--- config.mk ---
export PLATFORM = sky130hd
export DESIGN_NAME = fifo_uart_tx
export DESIGN_NICKNAME = d
export VERILOG_FILES = /design/src/rtl/fifo_uart_tx.sv
export SDC_FILE = /design/constraint.sdc
export NUM_CORES = 1
export LEC_CHECK = 0
export ABC_AREA = 1
export BUFFER_PORTS_ARGS = -buffer_cell sky130_fd_sc_hd__buf_2
export CORE_MARGIN = 1.5
export CORE_UTILIZATION = 38
export DETAILED_ROUTE_END_ITERATION = 6
export PLACE_DENSITY_LB_ADDON = 0.3
export RECOVER_POWER = 25
export SLEW_MARGIN = 20
export SYNTH_ARGS = -nofsm -noshare
export SYNTH_HDL_FRONTEND = slang
export SYNTH_SLANG_ARGS = --single-unit
--- constraint.sdc ---
create_clock -name clk -period 2.2 [get_ports clk]
set_clock_uncertainty 0.05 [all_clocks]
set_input_delay 0.33 -clock clk [delete_from_list [all_inputs] [get_ports clk]]
set_output_delay 0.33 -clock clk [all_outputs]
set_load 0.005 [all_outputs]
--- src/rtl/fifo_uart_tx.sv ---
// fifo_uart_tx: pops bytes from a synchronous byte FIFO and sends them as UART frames (8N1, LSB first).
// Define FIFO_UART_TX_PARITY_EN to insert an even-parity bit after data bit 7 (11-bit frames).
module fifo_uart_tx #(
    parameter int CLKS_PER_BIT = 868
) (
    input  logic       clk,
    input  logic       reset_n,
    input  logic       fifo_empty,
    input  logic [7:0] fifo_data,
    output logic       fifo_read,
    output logic       tx,
    output logic       busy
);

    localparam int CW = (CLKS_PER_BIT > 1) ? $clog2(CLKS_PER_BIT) : 1;
    localparam logic [CW-1:0] LAST_CNT = CW'(CLKS_PER_BIT - 1);

    typedef enum logic [2:0] {
        S_IDLE   = 3'd0,
        S_LOAD   = 3'd1,
        S_START  = 3'd2,
        S_DATA   = 3'd3,
`ifdef FIFO_UART_TX_PARITY_EN
        S_PARITY = 3'd5,
`endif
        S_STOP   = 3'd4
    } state_t;

    state_t        r_state;
    logic [CW-1:0] r_baud_cnt;
    logic [2:0]    r_bit_idx;
    logic [7:0]    r_shreg;
    logic          r_tx;
    logic          r_busy;
    logic          w_bit_end;

`ifdef FIFO_UART_TX_PARITY_EN
    logic          r_parity;

    function automatic logic even_parity(input logic [7:0] b);
        return ^b;
    endfunction
`endif

    assign w_bit_end = (r_baud_cnt == LAST_CNT);
    assign fifo_read = (r_state == S_IDLE) && !fifo_empty;
    assign tx        = r_tx;
    assign busy      = r_busy;

    // Frame sequencer; tx and busy are loaded from the next-state decode so they move only on bit boundaries
    always_ff @(posedge clk or negedge reset_n) begin
        if (!reset_n) begin
            r_state    <= S_IDLE;
            r_baud_cnt <= '0;
            r_bit_idx  <= 3'd0;
            r_shreg    <= 8'h00;
            r_tx       <= 1'b1;
            r_busy     <= 1'b0;
`ifdef FIFO_UART_TX_PARITY_EN
            r_parity   <= 1'b0;
`endif
        end else begin
            case (r_state)
                S_IDLE: begin
                    r_tx <= 1'b1;
                    if (fifo_read) begin
                        r_state <= S_LOAD;
                        r_busy  <= 1'b1;
                    end
                end
                // fifo_data was updated by the edge that sampled the read strobe
                S_LOAD: begin
                    r_shreg    <= fifo_data;
                    r_baud_cnt <= '0;
                    r_bit_idx  <= 3'd0;
`ifdef FIFO_UART_TX_PARITY_EN
                    r_parity   <= even_parity(fifo_data);
`endif
                    r_state    <= S_START;
                    r_tx       <= 1'b0;
                end
                S_START: begin
                    if (w_bit_end) begin
                        r_baud_cnt <= '0;
                        r_state    <= S_DATA;
                        r_tx       <= r_shreg[0];
                    end else begin
                        r_baud_cnt <= r_baud_cnt + CW'(1);
                    end
                end
                S_DATA: begin
                    if (w_bit_end) begin
                        r_baud_cnt <= '0;
                        r_shreg    <= {1'b0, r_shreg[7:1]};
                        if (r_bit_idx == 3'd7) begin
                            r_bit_idx <= 3'd0;
`ifdef FIFO_UART_TX_PARITY_EN
                            r_state   <= S_PARITY;
                            r_tx      <= r_parity;
`else
                            r_state   <= S_STOP;
                            r_tx      <= 1'b1;
`endif
                        end else begin
                            r_bit_idx <= r_bit_idx + 3'd1;
                            r_tx      <= r_shreg[1];
                        end
                    end else begin
                        r_baud_cnt <= r_baud_cnt + CW'(1);
                    end
                end
`ifdef FIFO_UART_TX_PARITY_EN
                S_PARITY: begin
                    if (w_bit_end) begin
                        r_baud_cnt <= '0;
                        r_state    <= S_STOP;
                        r_tx       <= 1'b1;
                    end else begin
                        r_baud_cnt <= r_baud_cnt + CW'(1);
                    end
                end
`endif
                S_STOP: begin
                    r_tx <= 1'b1;
                    if (w_bit_end) begin
                        r_baud_cnt <= '0;
                        r_state    <= S_IDLE;
                        r_busy     <= 1'b0;
                    end else begin
                        r_baud_cnt <= r_baud_cnt + CW'(1);
                    end
                end
                default: begin
                    r_state    <= S_IDLE;
                    r_baud_cnt <= '0;
                    r_bit_idx  <= 3'd0;
                    r_tx       <= 1'b1;
                    r_busy     <= 1'b0;
                end
            endcase
        end
    end

endmodule

==> run_results.csv, run 1 <==
group,metric,value,unit
die,die_area,0.00420,mm2
synthesis,muxShareOfSynthArea,0,%
synthesis,synthXorXnorAreaFrac,1.21,%
synthesis,yosysSeqAreaShare,45.0,%
detailed_routing,first_pass_iters,4,
cts,worstSkewPairLatency,0.27,ns
place,dp_cells,252,
sta,timing.final.crit_share,88.4,%
worst_setup_path,start_kind,"register",
worst_setup_path,end_kind,"output pin",
place,gp_congestion,0.831,
hold_path,hp-class,"in -> reg",
synthesis,synth_nets,206,
cells_and_area,fillers,386,
synthesis,synth.distinct_cells,25,
die,die_w,64.8,um
sta,drv_slew,0,
cells_and_area,antenna_cells,0,
worst_setup_path,rrSetupSlack,0.60,ns
cts,cts_setup_buffers,0,
die,row_count,22,
place,hpwl,2110,um
detailed_routing,routedWlPerCell,10.9,um
pwr,p_int,1.11,mW
pwr,powerDensity,1220,mW/mm2
sta,worstMarginPinSlew,1.38,ns
synthesis,yosys_warnings,0,
synthesis,synth_top_area_share,43.1,%
detailed_routing,drc,0,
detailed_routing,vias,1241,
global_route,grt_pass1_wl,5100,um
sta,fmax,514,MHz
flow_run,cap_violations,0,
pwr,finalPower,1.98,mW
place,port_buffers,13,
sta,fin_setup_tns,0,ns
cts,cts_tree,"done",
worst_setup_path,crit_type,"reg -> out",
synthesis,synth_area,0.00145,mm2
die,pin_count,14,
global_route,overflow,0,
synthesis,synth_fa_ha_area_share,2.59,%
pwr,power_frac_comb,46.5,%
pwr,p_seq_share,37.8,%
detailed_routing,ant_nets,0,
worst_setup_path,path_max_fanout,10,
cells_and_area,drive_gt1_share,15.9,%
global_route,grt_max_degree,27,
cells_and_area,finalNetCount,223,
worst_setup_path,cp_data_required_time,1.82,ns
sta,setup_violations,0,
worst_setup_path,cp.arrival,1.57,ns
pwr,p_leak,0.794,nW
cts,clock_tree.root_cell,"clkbuf_8",
pwr,max-vdd-ir-drop,0.000581,V
cells_and_area,final_cells,256,
detailed_routing,via_per_inst,4.85,
pwr,clock_power_share,15.7,%
synthesis,synth_compound_area_share,8.46,%
synthesis,synth_area_leaders,"dfrtp_1 (43%), nand2_1 (16%), nand3_1 (6.2%)",
synthesis,synth_top_family_by_area,"simple AND/OR/NAND/NOR gates",
sta,period_needed,1.95,ns
sta,hold_viol,0,
global_route,antenna_found_initial,0,
cts,cts_resized,0,
synthesis,syn_inst,192,
sta,max_slew_margin,8.28,%
detailed_routing,drtIter0Drc,98,
global_route,grt_usage,15.5,%
die,die_h,64.8,um
detailed_routing,finalWirelength,2780,um
run_status,status,"finished, final reports clean",
cts,cts.sinks,26,
cts,cts_buffers,3,
synthesis,syn_avg_cell_area,7.55,um2
cts,clk_path_buf_depth,2,
cells_and_area,area_delta_synth_final,11.7,%
cts,htreeDepth,1,
cts,hold_buffers,0,
synthesis,ys_seq_elements,26,
global_route,grt_pass1_vias,1150,
worst_setup_path,reg2reg_depth,7,
pwr,switching_share,44.2,%
pwr,p_switching,876,uW
hold_path,holdPathStages,2,
synthesis,synth-simple-area-share,36.8,%
die,placeableCoreArea,0.00366,mm2
die,initial_core_util,39.6,%
sta,rsz0062_at_grt,"false",
synthesis,yosys.area.top_type,"dfrtp_1",
cts,clk_pin_slew,0.09,ns
==> logic make-up after synthesis <==
family,Yosys count
AO/OA/AOI/OAI,23
XOR/XNOR,2
flip-flops,26
buffers and inverters,21
AND/OR/NAND/NOR,117
adder cells (fa/ha/maj),3
==> metrics by stage <==
step / setup WS (ns) / cell area [um2] / utilization [%] / hold slack, ns
after global routing: 0.0791 / 1620 / 44.3 / 0.247
final: 0.255 / 1620 / 44.3 / 0.241
after CTS: 0.252 / 1620 / 44.3 / 0.0154
after detailed placement: 0.566 / 1570 / 42.8 / 0.315
after floorplan: 0.717 / 1450 / - / -0.0156
after global placement: 0.615 / 1570 / 42.8 / 0.320
==> metal layers <==
| metal | GRT usage, % | wire length, um |
|---|---|---|
| met2 | 26.2 | 1390 |
| met3 | 3.13 | 57 |
| met1 | 20.2 | 1300 |
| met4 | 3.99 | 29 |
| met5 | 0 | 0 |
==> worst paths after layout <==
| path | from | to |
|---|---|---|
| max | r_state[2] | fifo_read |
| min | fifo_empty | busy |
| max reg2reg | r_baud_cnt[0] | r_shreg[2] |
| min reg2reg | r_shreg[7] | r_shreg[7] |
| max in group asynchronous | reset_n | r_baud_cnt[3] |
| min in group asynchronous | reset_n | r_shreg[3] |
==> state kept, by name, indices dropped and copies added (netlist names) <==
name,count
r_bit_idx,3
tx,1
busy,1
r_baud_cnt,10
r_state,3
r_shreg,8
==> layout by cell type, fill, tap and decap left out, drive strengths merged <==
master | netlist | routed
xor2 | 2 | 2
o21ai | 16 | 16
ha | 3 | 3
nor3b | 1 | 1
or2 | 1 | 1
buf | 2 | 13
nand3 | 20 | 20
nand4 | 1 | 1
inv | 19 | 19
clkbuf | 0 | 5
a21oi | 4 | 4
dfrtp | 25 | 25
o21a | 3 | 3
nor2 | 23 | 23
dfstp | 1 | 1
nor3 | 4 | 4
nand2 | 67 | 67
==> critical path, cell delays in order, from the launching register on <==
cell and delay (ns):
dfrtp_1 0.45, nor2_1 0.36, nand2_2 0.24, nor2_1 0.13, buf_2 0.12
==> power by group through the flow <==
stage,sequential [mW],combinational (mW),clock [mW]
after global placement,0.754,0.921,0
final,0.749,0.922,0.311
after floorplan,0.735,0.731,0
after global routing,0.768,1.09,0.343
after detailed placement,0.756,0.932,0
after CTS,0.748,0.941,0.321
==> cells in the mapped netlist (all sizes together) <==
master / count
a21oi: 4
buf: 2
dfrtp: 25
dfstp: 1
ha: 3
inv: 19
nand2: 67
nand3: 20
nand4: 1
nor2: 23
nor3: 4
nor3b: 1
o21a: 3
o21ai: 16
or2: 1
xor2: 2
==> area by class of cell <==
cell class	instances	area, um2	share of cell area, %
timing repair buffer	14	71.3	4.40
clock buffer	4	55.1	3.40
inverter	19	71.3	4.40
multi-input combinational	145	711	43.9
tap	48	60.1	3.71
sequential	26	652	40.2
Power figures use the tool's default switching activity.
==> run 2, diff against run 1 <==
- PLACE_DENSITY_LB_ADDON: 0.3 -> default
==> run 2 against run 1 <==
Clock power about the same. Setup slack worse by 0.0012 ns. Clock-buffer cell count unchanged. Routed wire length is 2.2% higher. Register-to-register slack barely moved. Maximum frequency about the same. Die area did not move. Sequential share of layout area is the same. Utilization unchanged. Power rose by 0.38%. Largest cell class unchanged. Largest power group unchanged.
==> run_results.csv, run 2 (synthesis results as in run 1) <==
group,metric,value,unit
die,initial_core_util,39.6,%
detailed_routing,wl_met3,64,um
cts,cts_tree,"done",
detailed_routing,first_pass_iters,6,
sta,period_needed,1.95,ns
global_route,grt_pass1_vias,1115,
sta,setup_violations,0,
global_route,antenna_found_initial,0,
detailed_routing,ant_nets,0,
detailed_routing,highest_layer,"met4",
place,hpwl,2100,um
sta,max_slew_margin,7.85,%
detailed_routing,vias,1213,
cells_and_area,drive_gt1_share,15.9,%
detailed_routing,drtIter0Drc,66,
place,port_buffers,13,
worst_setup_path,path_max_fanout,10,
worst_setup_path,cp_slowest_stage_delay,0.45,ns
cells_and_area,finalNetCount,223,
worst_setup_path,crit_chain,"nor2_1 -> nand2_2 -> nor2_1 -> buf_2",
sta,fin_setup_tns,0,ns
pwr,p_int,1.11,mW
die,row_count,22,
cts,htreeDepth,1,
global_route,grt_max_degree,27,
global_route,grt_pass1_wl,5180,um
die,die_w,64.8,um
cells_and_area,post-route-util,44.3,%
worst_setup_path,cpMaxStageDelayCell,"dfrtp_1",
cts,worstSkewPairLatency,0.27,ns
pwr,clock_power_share,15.5,%
cells_and_area,top_register,"r_baud_cnt",
sta,hold_viol,0,
cells_and_area,antenna_cells,0,
worst_setup_path,end_kind,"output pin",
worst_setup_path,cp.arrival,1.57,ns
die,pin_count,14,
detailed_routing,drc,0,
worst_setup_path,start_kind,"register",
detailed_routing,wl_met1,1550,um
cells_and_area,largest_registers,"r_baud_cnt (10), r_shreg (8)",
cts,cts_buffers,3,
worst_setup_path,cp_common_cell,"nor2_1",
run_status,status,"finished, final reports clean",
sta,timing.final.crit_share,88.5,%
global_route,overflow,0,
pwr,powerDensity,1230,mW/mm2
pwr,p_switching,884,uW
cells_and_area,final_cells,256,
sta,fmax,514,MHz
cells_and_area,final_cell_mix,"nand2_1 (60), dfrtp_1 (25), nor2_1 (21)",
detailed_routing,via_per_inst,4.74,
cts,clk_path_buf_depth,2,
cts,cts_setup_buffers,0,
global_route,grt_usage,15.7,%
pwr,finalPower,1.99,mW
worst_setup_path,cp_data_required_time,1.82,ns
cells_and_area,area_delta_synth_final,11.7,%
cts,clock_tree.root_cell,"clkbuf_8",
sta,rsz0062_at_grt,"false",
pwr,power_frac_comb,46.7,%
die,placeableCoreArea,0.00366,mm2
sta,worstMarginPinSlew,1.38,ns
cts,cts_resized,0,
cells_and_area,final_common_cell,"nand2_1",
pwr,switching_share,44.4,%
place,dp_slack,0.558,ns
pwr,p_seq_share,37.8,%
cts,cts.sinks,26,
detailed_routing,wl_met2,1190,um
hold_path,hp-class,"in -> reg",
sta,fin_ws,0.254,ns
detailed_routing,finalWirelength,2840,um
cts,hold_buffers,0,
place,gp_congestion,0.793,
die,die_h,64.8,um
pwr,p_leak,0.794,nW
die,die_area,0.00420,mm2
worst_setup_path,crit_type,"reg -> out",
pwr,max-vdd-ir-drop,0.000394,V
cells_and_area,largest_register_ffs,10,
place,dp_cells,252,
detailed_routing,routedWlPerCell,11.1,um
cts,clk_pin_slew,0.09,ns
flow_run,cap_violations,0,
sta,drv_slew,0,
## run 2: cell counts in the layout (fill, tap and decap cells not counted)
Identical to the previous run, type by type.
## run 2: worst max-delay path: cells and delay by family, from the launching register on
family	cells	cell delay, ns
buf+inv	1	0.12
flops	1	0.45
simple gates	3	0.74
## run 2: final cells by class
| cell class | instances | area [um2] |
|---|---|---|
| sequential | 26 | 652 |
| multi-input combinational | 145 | 711 |
| clock buffer | 4 | 55.1 |
| timing repair buffer | 14 | 71.3 |
| inverter | 19 | 71.3 |
| tap | 48 | 60.1 |
| fill | 391 | 2040 |
## run 2: final timing paths
check / endpoint / depth (start not counted) / from / slack (ns)
setup reg to reg: r_baud_cnt[6] / 6 / r_state[2] / 0.59
hold / removal: r_shreg[7] / 3 / fifo_data[7] / 0.25
min in group asynchronous: r_shreg[3] / 1 / reset_n / 0.31
hold reg to reg: r_shreg[7] / 2 / r_shreg[7] / 0.45
setup / recovery: fifo_read / 4 / r_state[2] / 0.25
max in group asynchronous: r_baud_cnt[4] / 1 / reset_n / 0.98
## run 2: power by group through the flow
stage	registers (mW)	clock network (mW)	logic, mW
after floorplan	0.735	0	0.731
after global placement	0.757	0	0.926
after detailed placement	0.762	0	0.928
after CTS	0.753	0.322	0.934
after global routing	0.772	0.344	1.09
final	0.752	0.308	0.929
## run 2: stage by stage
step                instance area [um2]  hold slack (ns)
floorplan                          1450          -0.0156
global placement                   1570            0.325
detailed placement                 1570            0.319
CTS                                1620           0.0186
global route                       1620            0.274
finish                             1620            0.245
## run 2: per-layer routing
layer	up-vias	GRT usage, %
li1	641	-
met1	547	24.3
met2	21	22.7
met3	4	1.56
met4	0	5.59
met5	-	0
==> run 3, diff against run 2 <==
- CORE_MARGIN: 1.5 -> 4
==> run 3 against run 2 <==
Utilization is 0.44 points higher. Cell count stayed put. Flip-flop and latch count stayed put. Critical endpoint unchanged. Largest power group unchanged.
==> run_results.csv, run 3 (synthesis results as in run 1) <==
group,metric,value,unit
run_status,status,"finished, final reports clean",
cells_and_area,largest_register_ffs,10,
cells_and_area,final_cell_mix,"nand2_1 (60), dfrtp_1 (25), nor2_1 (21)",
detailed_routing,drtIter0Drc,68,
die,die_w,69.8,um
cts,hold_buffers,0,
sta,drv_slew,0,
hold_path,hp-class,"in -> reg",
place,hpwl,2200,um
cells_and_area,finalNetCount,223,
place,dp_slack,0.559,ns
detailed_routing,routedWlPerCell,11.6,um
global_route,grt_pass1_vias,1146,
global_route,grt_pass1_wl,5170,um
sta,max_slew_margin,4.60,%
global_route,antenna_found_initial,0,
global_route,grt_max_degree,27,
pwr,powerDensity,1260,mW/mm2
cells_and_area,antenna_cells,0,
cts,htreeDepth,1,
cells_and_area,area_delta_synth_final,12.9,%
worst_setup_path,cpMaxStageDelayCell,"dfrtp_1",
die,row_count,22,
worst_setup_path,cp.arrival,1.55,ns
cts,cts_setup_buffers,0,
cts,cts_buffers,3,
cts,worstSkewPairLatency,0.28,ns
flow_run,cap_violations,0,
sta,worstMarginPinSlew,1.43,ns
cells_and_area,drive_gt1_share,15.9,%
cells_and_area,final_common_cell,"nand2_1",
worst_setup_path,path_max_fanout,10,
cells_and_area,fillers,373,
cts,cts_resized,0,
detailed_routing,ant_nets,0,
worst_setup_path,cp_slowest_stage_delay,0.45,ns
cells_and_area,top_register,"r_baud_cnt",
pwr,max-vdd-ir-drop,0.000505,V
cells_and_area,largest_registers,"r_baud_cnt (10), r_shreg (8)",
cells_and_area,multi_input_area,711,um2
worst_setup_path,cp_data_required_time,1.82,ns
sta,setup_violations,0,
detailed_routing,vias,1221,
die,pin_count,14,
die,die_area,0.00487,mm2
cts,cts.sinks,26,
worst_setup_path,start_kind,"register",
detailed_routing,via_per_inst,4.77,
worst_setup_path,end_kind,"output pin",
die,die_h,69.8,um
place,gp_congestion,0.835,
pwr,p_leak,0.801,nW
cts,clock_tree.root_cell,"clkbuf_8",
sta,timing.final.crit_share,87.8,%
cts,cts_tree,"done",
cts,clk_pin_slew,0.09,ns
sta,period_needed,1.93,ns
sta,fin_setup_tns,0,ns
detailed_routing,first_pass_iters,4,
detailed_routing,finalWirelength,2980,um
sta,hold_viol,0,
die,initial_core_util,39.6,%
pwr,finalPower,2.06,mW
sta,fmax,517,MHz
cts,clk_path_buf_depth,2,
place,port_buffers,13,
global_route,overflow,0,
worst_setup_path,crit_chain,"nor2_1 -> nand2_2 -> nor2_1 -> buf_2",
worst_setup_path,crit_type,"reg -> out",
die,placeableCoreArea,0.00366,mm2
cells_and_area,seqCellArea,652,um2
worst_setup_path,cp_common_cell,"nor2_1",
global_route,grt_usage,13.1,%
sta,rsz0062_at_grt,"false",
sta,fin_ws,0.267,ns
detailed_routing,drc,0,
## run 3: metrics by stage
step                      area (um2)  hold WS [ns]  util, %  cells
after global routing            1640         0.248     44.7    256
after detailed placement        1570         0.318     42.8    252
after CTS                       1640       0.00795     44.7    256
after floorplan                 1450       -0.0156        -    192
final                           1640         0.235     44.7    256
after global placement          1570         0.314     42.8    252
## run 3: layout make-up
class	instances	share of cell area [%]
Multi-Input combinational cell	145	43.4
Sequential cell	26	39.8
Timing Repair Buffer	14	4.36
Inverter	19	4.36
Tap cell	48	3.67
Clock buffer	3	2.52
Clock inverter	1	1.83
## run 3: where the power goes
| part | internal, mW | leakage (nW) | total [mW] | switching, mW |
|---|---|---|---|---|
| clock | 0.244 | 0.0357 | 0.404 | 0.160 |
| combinational | 0.307 | 0.430 | 0.914 | 0.607 |
| sequential | 0.637 | 0.335 | 0.744 | 0.107 |
| total | 1.19 | 0.801 | 2.06 | 0.873 |
## run 3: metal layers
metal / vias up / track usage [%] / share of wire [%]
met4: 0 / 5.74 / 2.0
met1: 550 / 18.3 / 49
li1: 647 / - / -
met2: 19 / 20.1 / 45
met5: - / 0 / 0
met3: 5 / 1.88 / 3.6
## run 3: path summary, 6_finish.rpt
kind	slack (ns)	start	cells after the start	to
worst min register to register	0.43	r_shreg[7]	2	r_shreg[7]
max in group asynchronous	0.94	reset_n	1	r_baud_cnt[5]
worst max-delay path	0.27	r_state[2]	4	fifo_read
min in group asynchronous	0.32	reset_n	1	r_shreg[3]
worst min-delay path	0.24	fifo_empty	2	busy
worst max register to register	0.57	r_baud_cnt[0]	7	r_shreg[6]
## run 3: worst max-delay path, delay by kind of cell, from the launching register on
kind,cells,cell delay [ns]
and+or+nand+nor,3,0.70
DFF,1,0.45
buffers and inverters,1,0.12
